===== src/rtl/fetch_unit_pkg.sv =====
// Shared definitions for the instruction-fetch front end: default widths,
// fetch-state encoding and the {pc, inst} buffer entry.
package fetch_unit_pkg;

    localparam int ADDR_W_DEF = 32;
    localparam int DATA_W_DEF = 32;
    localparam int DEPTH_DEF  = 2;

    typedef enum logic [1:0] {
        FS_RUN   = 2'd0,
        FS_FLUSH = 2'd1,
        FS_ERROR = 2'd2
    } fetch_state_e;

    typedef struct packed {
        logic [ADDR_W_DEF-1:0] pc;
        logic [DATA_W_DEF-1:0] inst;
    } fetch_entry_t;

endpackage


===== src/rtl/fetch_unit_sync_fifo.sv =====
// Small register-based FIFO with occupancy count and synchronous clear.
// The head entry is read straight from register storage.
module sync_fifo #(
    parameter int WIDTH = 8,
    parameter int DEPTH = 2
) (
    input  logic                       clock,
    input  logic                       reset_n,
    input  logic                       clear,
    input  logic                       push,
    input  logic [WIDTH-1:0]           push_data,
    input  logic                       pop,
    output logic [WIDTH-1:0]           pop_data,
    output logic [$clog2(DEPTH+1)-1:0] count
);

    localparam int CW = $clog2(DEPTH+1);
    localparam int PW = $clog2(DEPTH);

    logic [PW-1:0]    wr_ptr_q, wr_ptr_d;
    logic [PW-1:0]    rd_ptr_q, rd_ptr_d;
    logic [CW-1:0]    count_q, count_d;
    logic [WIDTH-1:0] mem_q [DEPTH];
    logic [WIDTH-1:0] mem_d [DEPTH];
    logic             do_push;
    logic             do_pop;

    // A push into a full FIFO is accepted only when the head leaves this cycle.
    assign do_push = push & ~clear & ((count_q != CW'(DEPTH)) | pop);
    assign do_pop  = pop & ~clear & (count_q != '0);

    always_comb begin
        wr_ptr_d = wr_ptr_q;
        rd_ptr_d = rd_ptr_q;
        count_d  = count_q;
        if (clear) begin
            wr_ptr_d = '0;
            rd_ptr_d = '0;
            count_d  = '0;
        end else begin
            if (do_push) begin
                wr_ptr_d = wr_ptr_q + 1'b1;
            end
            if (do_pop) begin
                rd_ptr_d = rd_ptr_q + 1'b1;
            end
            count_d = count_q + CW'(do_push) - CW'(do_pop);
        end
    end

    always_ff @(posedge clock or negedge reset_n) begin
        if (!reset_n) begin
            wr_ptr_q <= '0;
            rd_ptr_q <= '0;
            count_q  <= '0;
        end else begin
            wr_ptr_q <= wr_ptr_d;
            rd_ptr_q <= rd_ptr_d;
            count_q  <= count_d;
        end
    end

    generate
        for (genvar gi = 0; gi < DEPTH; gi++) begin : g_entry
            assign mem_d[gi] = (do_push && (wr_ptr_q == PW'(gi))) ? push_data : mem_q[gi];

            always_ff @(posedge clock or negedge reset_n) begin
                if (!reset_n) begin
                    mem_q[gi] <= '0;
                end else begin
                    mem_q[gi] <= mem_d[gi];
                end
            end
        end
    endgenerate

    assign pop_data = mem_q[rd_ptr_q];
    assign count    = count_q;

endmodule


===== src/rtl/fetch_unit.sv =====
// Instruction-fetch front end: issues PC requests under a credit limit,
// tags returned instructions with their PC and discards stale responses after a redirect.
module fetch_unit
    import fetch_unit_pkg::*;
#(
    parameter int ADDR_W = ADDR_W_DEF,
    parameter int DATA_W = DATA_W_DEF,
    parameter int DEPTH  = DEPTH_DEF
) (
    input  logic              clock,
    input  logic              reset_n,
    input  logic [ADDR_W-1:0] pc,
    output logic              pc_en,
    input  logic              redirect,
    output logic              imem_req_valid,
    output logic [ADDR_W-1:0] imem_req_addr,
    input  logic              imem_req_ready,
    input  logic              imem_rsp_valid,
    input  logic [DATA_W-1:0] imem_rsp_data,
    output logic              inst_valid,
    output logic [DATA_W-1:0] inst,
    output logic [ADDR_W-1:0] inst_pc,
    input  logic              inst_ready,
    output logic              fetch_err
);

    localparam int CW = $clog2(DEPTH+1);
    localparam logic [CW:0] DEPTH_C = (CW+1)'(DEPTH);

    localparam logic [1:0] ST_RUN   = FS_RUN;
    localparam logic [1:0] ST_FLUSH = FS_FLUSH;
    localparam logic [1:0] ST_ERROR = FS_ERROR;

    typedef struct packed {
        logic [ADDR_W-1:0] pc;
        logic [DATA_W-1:0] inst;
    } entry_t;

    logic [1:0]        state_q, state_d;
    logic [CW-1:0]     drop_q, drop_d;
    logic [CW-1:0]     pend;
    logic [CW-1:0]     buf_count;
    logic [ADDR_W-1:0] head_pc;
    entry_t            rsp_entry;
    entry_t            head_entry;
    logic              aligned;
    logic              credit;
    logic              inst_pop;
    logic              req_fire;
    logic              rsp_live;
    logic [CW:0]       occupancy;
    logic [CW:0]       in_flight;

    assign aligned    = (pc[1:0] == 2'b00);
    assign inst_valid = (buf_count != '0);
    assign inst_pop   = inst_valid & inst_ready;

    // The slot vacated by decode this cycle is counted as free, so latency-1
    // memory sustains one instruction per cycle with only two slots.
    assign occupancy = {1'b0, pend} + {1'b0, buf_count} - {{CW{1'b0}}, inst_pop};
    assign credit    = (occupancy < DEPTH_C);

    assign imem_req_valid = reset_n & (state_q == ST_RUN) & credit & ~redirect & aligned;
    assign imem_req_addr  = pc;
    assign req_fire       = imem_req_valid & imem_req_ready;
    assign pc_en          = req_fire;
    assign fetch_err      = (state_q == ST_ERROR);

    // Responses are kept unless they belong to requests abandoned by a redirect.
    assign rsp_live  = imem_rsp_valid & ~redirect & (state_q != ST_FLUSH);
    assign in_flight = {1'b0, pend} + {1'b0, drop_q};

    always_comb begin
        state_d = state_q;
        drop_d  = drop_q;
        if (redirect) begin
            drop_d  = CW'(in_flight - {{CW{1'b0}}, imem_rsp_valid});
            state_d = (drop_d != '0) ? ST_FLUSH : ST_RUN;
        end else begin
            case (state_q)
                ST_RUN: begin
                    if (credit && !aligned) begin
                        state_d = ST_ERROR;
                    end
                end
                ST_FLUSH: begin
                    if (imem_rsp_valid && (drop_q != '0)) begin
                        drop_d = drop_q - 1'b1;
                    end
                    if ((drop_q == '0) || (imem_rsp_valid && (drop_q == CW'(1)))) begin
                        state_d = ST_RUN;
                    end
                end
                ST_ERROR: begin
                    state_d = ST_ERROR;
                end
                default: begin
                    state_d = ST_RUN;
                end
            endcase
        end
    end

    always_ff @(posedge clock or negedge reset_n) begin
        if (!reset_n) begin
            state_q <= ST_RUN;
            drop_q  <= '0;
        end else begin
            state_q <= state_d;
            drop_q  <= drop_d;
        end
    end

    sync_fifo #(
        .WIDTH (ADDR_W),
        .DEPTH (DEPTH)
    ) u_addr_fifo (
        .clock     (clock),
        .reset_n   (reset_n),
        .clear     (redirect),
        .push      (req_fire),
        .push_data (pc),
        .pop       (rsp_live),
        .pop_data  (head_pc),
        .count     (pend)
    );

    assign rsp_entry = '{pc: head_pc, inst: imem_rsp_data};

    sync_fifo #(
        .WIDTH (ADDR_W + DATA_W),
        .DEPTH (DEPTH)
    ) u_inst_buf (
        .clock     (clock),
        .reset_n   (reset_n),
        .clear     (redirect),
        .push      (rsp_live),
        .push_data (rsp_entry),
        .pop       (inst_pop),
        .pop_data  (head_entry),
        .count     (buf_count)
    );

    assign inst    = head_entry.inst;
    assign inst_pc = head_entry.pc;

endmodule


===== config.mk =====
export PLATFORM = sky130hd
export DESIGN_NAME = fetch_unit
export DESIGN_NICKNAME = d
export VERILOG_FILES = /design/src/rtl/fetch_unit_pkg.sv /design/src/rtl/fetch_unit_sync_fifo.sv /design/src/rtl/fetch_unit.sv
export SDC_FILE = /design/constraint.sdc
export NUM_CORES = 1
export LEC_CHECK = 0
export ABC_AREA = 1
export BUFFER_PORTS_ARGS = -buffer_cell sky130_fd_sc_hd__buf_2
export CAP_MARGIN = 20
export CORE_ASPECT_RATIO = 1.4
export CORE_UTILIZATION = 55
export DETAILED_ROUTE_END_ITERATION = 7
export GPL_ROUTABILITY_DRIVEN = 0
export GPL_TIMING_DRIVEN = 0
export PLACE_DENSITY_LB_ADDON = 0.05
export SKIP_CTS_REPAIR_TIMING = 1
export SYNTH_ARGS = -nofsm -noshare
export SYNTH_HDL_FRONTEND = slang
export SYNTH_SLANG_ARGS = --single-unit
export TNS_END_PERCENT = 10

===== constraint.sdc =====
create_clock -name clock -period 3.9 [get_ports clock]
set_input_delay 0.78 -clock clock [delete_from_list [all_inputs] [get_ports clock]]
set_output_delay 0.78 -clock clock [all_outputs]
set_load 0.05 [all_outputs]

==> run metrics, run 1 <==
Root Driver=clkbuf_16; fillers=approximately 1500; ys async rst share=100%; Max Cap Violations=0; RSZ-0062 raised after global routing=false; combinational share of power=about two fifths; DRT antenna net count=0; Initial Util=roughly 56%; Tot GR Track Use=a little over a quarter; Routed WL=22900 um; CP Data Arrival Time=around 2.9 ns; synthesized instance count=~1200; drt wl/cell=around 14 um; met2 wire len=roughly 12000 um; share of layout cells above drive strength 1=between 20% and 30%; initial antenna violation count=0; Mapped Nets=1286; Placement Cell Area=between 10000 and 15000 um^2; CTS tree=built; drt drc=0; clk buf depth=3; post-DR vias/cell=slightly below 5; CP startpoint kind=flip-flop; chip width=114 um; boundary pin count=170; Seq/Total Area, Yosys=between 50% and 60%; final std cells w/o fill=~1600; synthesized area per cell=~8 um^2; Crit Path Category=reg2out; Worst-path clk slew=0.06 ns; Power Dens Cells=~770 nW/um^2; synth unique cells=34; period utilisation layout=between 90% and 100%; main flop type after synthesis=dfrtp_1; number of buffers created by CTS=20; Slew Limit Headroom=approximately 58%; PortBufs=around 170; number of global-route vias before repair=just under 8000; drt first-iter violations=around 650; FF+latch count, synth=between 200 and 250; top layer in use=met4; First-pass DRT Iterations=5; status=complete, no violations; minimum clock period=roughly 3.7 ns; Final Hold Fails=0; highest clock rate=between 200 and 300 MHz; P_int=5.03 mW; htree depth=1; largest net degree at the start of global routing=~130; final instance area=roughly 12000 um^2; critical path capture point type=output pin; DIE AREA=between 15000 and 20000 um^2; grt ovf=0; Peak VDD IR=between 300 and 400 uV; worst-case hold slack=approximately 0.29 ns; yosys warns=0; Post-synth EDFFs=0; # diodes=0; leakage dissipation=roughly 6.5 nW; hold crit path type=in2async; final setup violation count=0; Met3 Wirelength=1010 um; DP Wirelength=16000 um; sequential fraction of design power=a little over a third; via count=about 8100; Placed Cells=1611; Critical Path RT=around 3.1 ns; final net count=roughly 1500; Tightest Pin Transition=between 0.6 and 0.7 ns; clk_skew=~0.0078 ns; Max FO, Critical Path=5; max-slew violations=0; sw frac=roughly 43%; Place WS=roughly 0.31 ns; die height=around 160 um; # rows=57; synthesis-to-finish area growth=19.3%; global-route wire length before repair=~38000 um; Clock Sinks=just over 200; metal1 wirelength=9770 um; clock network power share=between 20 and 25%; Post-Syn Area=roughly 9700 um^2; setup slack after layout=roughly 0.21 ns; clock latency on the worst-skew pair=approximately 0.5 ns; Core Region=about 17000 um^2; NetSw=around 3.8 mW
## worst max-delay path, stage by stage, from the launching register on
cell and delay (ns):
dfrtp_1 0.41, inv_1 0.10, nand2_2 0.06, nand2_2 0.10
inv_1 0.05, ha_1 0.25, or2_2 0.30, fa_1 0.52
nand3_1 0.08, nor2_1 0.22, buf_2 0.31
## synth_stat cells (all sizes together) (2+ instances only)
cell type | n | share of area (%)
a21oi | 5 | 0.26
a21boi | 2 | 0.15
xnor2 | 3 | 0.27
nand4 | 2 | 0.13
inv | 94 | 3.7
dfrtp | 204 | 53
ha | 10 | 1.3
nand2b | 2 | 0.13
buf | 65 | 5.2
nand2 | 551 | 22
nor2 | 18 | 0.80
o21ai | 136 | 8.0
clkbuf | 34 | 1.3
nand3 | 68 | 3.5
xor2 | 3 | 0.27
## state kept, by name, indices dropped and copies added, names as in the netlist
name / flops
u_addr_fifo.mem_q: 64
u_inst_buf.rd_ptr_q: 1
u_inst_buf.mem_q: 128
state_q: 2
u_addr_fifo.count: 2
u_inst_buf.wr_ptr_q: 1
drop_q: 2
u_inst_buf.count: 2
u_addr_fifo.wr_ptr_q: 1
u_addr_fifo.rd_ptr_q: 1
## final cells by class
type	count	area, um^2	area share, %
timing repair buffer	170	886	7.67
multi-input combinational	807	3590	31.1
clock buffer	31	643	5.57
buffer	99	637	5.51
sequential	204	5100	44.2
clock inverter	2	35.0	0.303
inverter	95	359	3.11
tap	236	295	2.56
## layout by cell type, fill, tap and decap left out, types with 18 or more instances in the layout
cell type	n
buf_2	180
clkbuf_16	21
dfrtp_1	204
buf_4	38
inv_1	88
o21ai_2	24
o21ai_1	18
nand2_1	546
o21ai_0	94
clkbuf_1	35
nand3_1	67
## path summary, 6_finish.rpt
check                                      startpoint                    end  slack, ns  depth (start not counted)
worst max register to register    u_inst_buf.count[1]   u_addr_fifo.count[1]       0.84                         15
worst min register to register  u_addr_fifo.mem_q[23]  u_addr_fifo.mem_q[23]       0.47                          2
max in group asynchronous                     reset_n  u_addr_fifo.mem_q[55]       2.60                          2
worst min-delay path                          reset_n              drop_q[0]       0.29                          1
worst max-delay path              u_inst_buf.count[1]         imem_req_valid       0.21                         10
min in group clock              u_addr_fifo.mem_q[23]  u_addr_fifo.mem_q[23]       0.47                          2
## power groups by stage
stage	registers, mW	clock network, mW	logic [mW]
finish	3.22	1.98	3.67
global route	3.31	2.09	4.03
CTS	3.22	2.00	3.69
detailed placement	3.25	0	3.68
global placement	3.23	0	3.62
floorplan	3.18	0	2.83
## stage by stage
stage / util [%] / TNS (ns) / total power [mW]
floorplan: - / 0 / 6.01
global placement: 62.7 / -407.22 / 6.85
detailed placement: 62.9 / 0 / 6.93
CTS: 66.9 / 0 / 8.92
global route: 66.9 / 0 / 9.44
finish: 66.9 / 0 / 8.87
## layer usage
layer | up-vias | global-route usage, %
met4 | 0 | 6.26
met5 | - | 0
met1 | 3810 | 34.4
met3 | 27 | 2.55
li1 | 4084 | -
met2 | 204 | 46.3
## kinds of logic (layout without fill, tap and decap cells)
family / after synthesis / after routing / synth area share, %
xor+xnor: 6 / 6 / 0.543
fa+ha+maj: 11 / 11 / 1.50
buf+inv: 194 / 397 / 10.3
simple gates: 643 / 643 / 26.2
flops: 204 / 204 / 52.7
compound gates: 147 / 147 / 8.72
(Power assumes the default switching activity.)
==> inputs of run 2 (changes only) <==
--- a/config.mk
+++ b/config.mk
@@ -9,7 +9,7 @@
 export BUFFER_PORTS_ARGS = -buffer_cell sky130_fd_sc_hd__buf_2
 export CAP_MARGIN = 20
 export CORE_ASPECT_RATIO = 1.4
-export CORE_UTILIZATION = 55
+export CORE_UTILIZATION = 51
 export DETAILED_ROUTE_END_ITERATION = 7
 export GPL_ROUTABILITY_DRIVEN = 0
 export GPL_TIMING_DRIVEN = 0
==> constraint.sdc (replaced) <==
create_clock -name clock -period 3 [get_ports clock]
set_input_delay 0.6 -clock clock [delete_from_list [all_inputs] [get_ports clock]]
set_output_delay 0.6 -clock clock [all_outputs]
set_load 0.05 [all_outputs]
==> run metrics, run 2 (synthesized netlist as in run 1, its figures left out) <==
status=complete, but fails checks; failing checks=negative setup slack; largest net degree at the start of global routing=80; clock latency on the worst-skew pair=0.49 ns; period utilisation layout=111%; number of buffers created by CTS=20; setup_tns=-0.538 ns; PortBufs=about 170; chip width=118 um; via count=~8200; highest clock rate=~300 MHz; clk buf depth=3; Placement Cell Area=roughly 11000 um^2; grt ovf=0; final setup violation count=2; DRT antenna net count=0; leakage dissipation=about 6.5 nW; critical path capture point type=output pin; r2r setup slk=approximately 0.080 ns; CP startpoint kind=flip-flop; minimum clock period=3.34 ns; drt drc=0; Top Registers=u_inst_buf.mem_q x128, u_addr_fifo.mem_q x64; Routed WL=23700 um; final net count=about 1500; DP Wirelength=roughly 17000 um; initial antenna violation count=0; CP Data Arrival Time=around 2.7 ns; most common cell after layout, fill and taps aside=nand2_1; boundary pin count=170; hold crit path type=in2async; drt first-iter violations=499; die height=between 150 and 200 um; max-slew violations=0; global-route wire length before repair=38200 um; Power Dens Cells=roughly 980 nW/um^2; # rows=59; synthesis-to-finish area growth=20.8%; Top reg by flops=u_inst_buf.mem_q; Crit Path Category=reg2out; RR Startpoint=u_inst_buf.count[1]; Initial Util=between 50% and 60%; Max FO, Critical Path=2; most frequent cells in the layout=nand2_1, dfrtp_1, buf_2; First-pass DRT Iterations=5; Root Driver=clkbuf_16; htree depth=1; CP top delay family=adder cells; slowest stage cell on the critical path=fa_1; RSZ-0062 raised after global routing=true; cell mode on critical path=inv_2; max reg flops=128; Final Hold Fails=0; Max Cap Violations=0; Critical Path RT=approximately 2.4 ns; # diodes=0; clk_skew=0.0134 ns; DIE AREA=19600 um^2; CTS tree=built; share of layout cells above drive strength 1=a little under a quarter; Core Region=~19000 um^2; Clock Sinks=between 200 and 250; number of global-route vias before repair=~7600; crit-path cells=inv_2, nand2_2, nand2_4, inv_4, ha_4, or2_4, fa_1, nand2_1, nor2_2, nand3_2, inv_2, buf_8; Tot GR Track Use=24.6%; drt wl/cell=~14 um; Worst-path clk slew=0.06 ns; Buffers & Inverters on Critical Path=4; total power=roughly 12 mW; Tightest Pin Transition=0.589 ns; Critical R2R Capture=u_addr_fifo.count[1]; slowest cell delay on critical path=0.57 ns; final instance area=between 10000 and 15000 um^2; setup slack after layout=-0.336 ns; Slew Limit Headroom=about three fifths; cells on worst reg2reg path=16; Peak VDD IR=roughly 400 uV; post-DR vias/cell=approximately 4.9
run 2: changes by cell type in the layout (fill, tap and decap cells not counted), moves of 3 or more:
cell / previous run / this run
inv_2: 5 / 8
nor2_1: 15 / 12
clkbuf_8: 8 / 2
inv_1: 88 / 84
buf_4: 38 / 49
clkbuf_2: 1 / 6
run 2: through the flow:
step	instances	hold WS (ns)	utilization, %	setup WS (ns)
after global placement	1618	0.454	58.3	-2.59
final	1665	0.0216	62.9	-0.336
after detailed placement	1620	0.458	58.6	-0.287
after global routing	1665	0.0517	62.9	-0.450
after floorplan	1205	0.304	-	-0.0792
after CTS	1652	0.0362	62.0	-0.664
run 2: layout make-up:
type	count	area, um^2
fill	1769	6900
sequential	204	5100
multi-input combinational	807	3630
timing repair buffer	184	1020
buffer	99	657
clock buffer	28	572
inverter	95	362
tap	244	305
clock inverter	4	50.0
run 2: how the worst max path moves through the flow:
stage | from | end | slack (ns) | cells past startpoint
after floorplan | u_inst_buf.count[0] | pc_en | -0.08 | 11
after global placement | reset_n | u_addr_fifo.count[1] | -2.59 | 9
after detailed placement | inst_ready | u_addr_fifo.count[1] | -0.29 | 14
after CTS | u_inst_buf.count[1] | pc_en | -0.66 | 12
after global routing | u_inst_buf.count[1] | pc_en | -0.45 | 12
final | u_inst_buf.count[1] | pc_en | -0.34 | 12
run 2: power by group:
group          total (mW)  switching [mW]  leakage (nW)  internal [mW]
sequential           4.19           0.457          2.70           3.73
combinational        4.90            3.58          3.54           1.32
clock                2.43            1.02         0.297           1.41
run 2: worst register-to-register path, cell delays in order (launching register included):
cell	delay [ns]
dfrtp_1	0.40
inv_2	0.07
nand2_2	0.07
nand2_4	0.09
inv_4	0.04
ha_4	0.22
or2_4	0.23
fa_1	0.57
nand2_1	0.07
nor2_2	0.16
nand3_2	0.11
buf_4	0.16
nor2_4	0.14
buf_6	0.13
ha_1	0.15
xor2_1	0.14
nor2_1	0.05
run 2: routing by layer:
| metal | routed length (um) | part of all wire [%] | up-vias | global-route usage, % |
|---|---|---|---|---|
| met2 | 12000 | 50 | 204 | 44.0 |
| li1 | - | - | 4122 | - |
| met4 | 429 | 1.8 | 0 | 6.90 |
| met5 | 0 | 0 | - | 0 |
| met3 | 943 | 4.0 | 32 | 2.56 |
| met1 | 10400 | 44 | 3877 | 31.7 |
==> inputs of run 3 (changes only) <==
--- a/config.mk
+++ b/config.mk
@@ -8,8 +8,8 @@
 export ABC_AREA = 1
 export BUFFER_PORTS_ARGS = -buffer_cell sky130_fd_sc_hd__buf_2
 export CAP_MARGIN = 20
-export CORE_ASPECT_RATIO = 1.4
-export CORE_UTILIZATION = 51
+export CORE_UTILIZATION = 53
+export CTS_BUF_LIST = sky130_fd_sc_hd__clkbuf_4
 export DETAILED_ROUTE_END_ITERATION = 7
 export GPL_ROUTABILITY_DRIVEN = 0
 export GPL_TIMING_DRIVEN = 0
==> run metrics, run 3 (synthesized netlist as in run 1, its figures left out) <==
final setup violation count=4; failing checks=negative setup slack; max-slew violations=0; initial antenna violation count=1; Slew Limit Headroom=58.5%; sequential fraction of design power=~37%; Tot GR Track Use=between 20% and 30%; Routed WL=23700 um; drt wl/cell=13.9 um; r2r setup slk=-0.05 ns; sw frac=between 40% and 50%; clk_skew=around 0.046 ns; NetSw=~5.1 mW; Top reg by flops=u_inst_buf.mem_q; DP Wirelength=between 15000 and 20000 um; worst-case hold slack=approximately 0.19 ns; largest net degree at the start of global routing=116; drt first-iter violations=about 460; clock latency on the worst-skew pair=between 0.6 and 0.7 ns; CP Data Arrival Time=between 2 and 3 ns; P_int=about 6.3 mW; most common cell after layout, fill and taps aside=nand2_1; RSZ-0062 raised after global routing=true; Power Dens Cells=about 980 nW/um^2; number of buffers created by CTS=between 50 and 60; Max Cap Violations=0; via count=8377; PortBufs=between 150 and 200; setup slack after layout=-0.465 ns; RR Startpoint=u_inst_buf.count[1]; chip width=137 um; final net count=approximately 1500; clk buf depth=3; Initial Util=a little over half; hold crit path type=in2reg; fillers=about 1600; Hold Crit Depth=3; DIE AREA=roughly 19000 um^2; die height=137 um; most frequent cells in the layout=nand2_1, dfrtp_1, buf_2; Peak VDD IR=approximately 650 uV; max reg flops=approximately 130; post-DR vias/cell=slightly below 5; grt ovf=0; Tightest Pin Transition=roughly 0.62 ns; period utilisation layout=115%; synthesis-to-finish area growth=21.0%; highest clock rate=around 290 MHz; Clock Sinks=approximately 200; Worst-path clk slew=~0.07 ns; drt drc=0; htree depth=2; critical path capture point type=output pin; minimum clock period=3.46 ns; Critical Path RT=around 2.4 ns; Root Driver=clkbuf_4; CTS tree=built; combinational share of power=~43%; Final Hold Fails=0; Top Registers=u_inst_buf.mem_q x128, u_addr_fifo.mem_q x64; Max FO, Critical Path=3; DRT antenna net count=0; Crit Path Category=reg2out; HP Start=pc[22]; global-route wire length before repair=around 37000 um; status=complete, but fails checks; boundary pin count=between 150 and 200; # rows=49; share of layout cells above drive strength 1=between 20% and 30%; clock network power share=slightly above 20%; leakage dissipation=6.63 nW; cells on worst reg2reg path=16; Min-Delay Endpoint=u_addr_fifo.mem_q[22]; final core utilization=between 60% and 70%; Core Region=around 18000 um^2; First-pass DRT Iterations=5; CP startpoint kind=flip-flop; number of global-route vias before repair=just under 8000; Critical R2R Capture=u_addr_fifo.count[1]
## run 3: cell types whose count changed in the layout (fill, tap and decap cells not counted), moves of 3 or more
cell / previous run / this run
buf_4: 49 / 43
clkbuf_1: 33 / 28
clkbuf_16: 21 / 0
clkbuf_2: 6 / 3
clkbuf_4: 0 / 89
## run 3: worst max-delay path, cell delays in order (launching register included)
cell and delay (ns):
dfrtp_1 0.40, inv_2 0.08, nand2_4 0.06, nand2_4 0.08, inv_4 0.04, ha_4 0.22, or2_4 0.23, fa_1 0.57
nand2_1 0.07, nor2_2 0.15, nand3_2 0.11, inv_2 0.07, buf_8 0.14
## run 3: layout make-up
class / instances / area [um^2] / area share [%]
repair buffers: 180 / 1020 / 8.74
multi-input cells: 807 / 3630 / 30.9
plain buffers: 98 / 648 / 5.53
diodes: 1 / 2.50 / 0.0214
well taps: 229 / 287 / 2.45
clock inverters: 3 / 11.3 / 0.0961
flip-flops and latches: 204 / 5100 / 43.6
clock buffers: 87 / 653 / 5.57
inverters: 95 / 362 / 3.09
## run 3: through the flow
stage / setup WS, ns / power (mW) / cell area [um^2] / TNS [ns] / cells
after global placement: -2.54 / 8.93 / 10800 / -611.72 / 1603
after floorplan: -0.0792 / 7.82 / 9690 / -0.0792 / 1205
final: -0.465 / 11.4 / 11700 / -0.880 / 1704
after detailed placement: -0.283 / 9.03 / 10900 / -6.59 / 1604
after global routing: -0.614 / 12.3 / 11700 / -2.55 / 1704
after CTS: -0.843 / 11.4 / 11500 / -11.12 / 1694
## run 3: per-layer routing
layer | GRT usage [%] | up-vias | part of all wire (%)
met1 | 34.1 | 3894 | 45
met4 | 8.00 | 0 | 1.7
li1 | - | 4215 | -
met3 | 5.15 | 38 | 5.1
met2 | 42.3 | 230 | 48
met5 | 0 | - | 0
## run 3: power groups by stage
| stage | registers (mW) | logic (mW) | clock network [mW] |
|---|---|---|---|
| after floorplan | 4.13 | 3.69 | 0 |
| after global placement | 4.20 | 4.73 | 0 |
| after detailed placement | 4.23 | 4.80 | 0 |
| after CTS | 4.19 | 4.82 | 2.43 |
| after global routing | 4.32 | 5.36 | 2.57 |
| final | 4.21 | 4.86 | 2.37 |
## run 3: worst max path at each step
stage,depth (start not counted),slack (ns),from,end
5_1_grt,12,-0.61,u_inst_buf.count[1],pc_en
4_1_cts,12,-0.84,u_inst_buf.count[0],pc_en
6_report,12,-0.46,u_inst_buf.count[1],pc_en
3_5_place_dp,14,-0.28,inst_ready,u_addr_fifo.count[1]
3_3_place_gp,9,-2.54,reset_n,u_addr_fifo.count[1]
2_1_floorplan,11,-0.08,u_inst_buf.count[0],pc_en
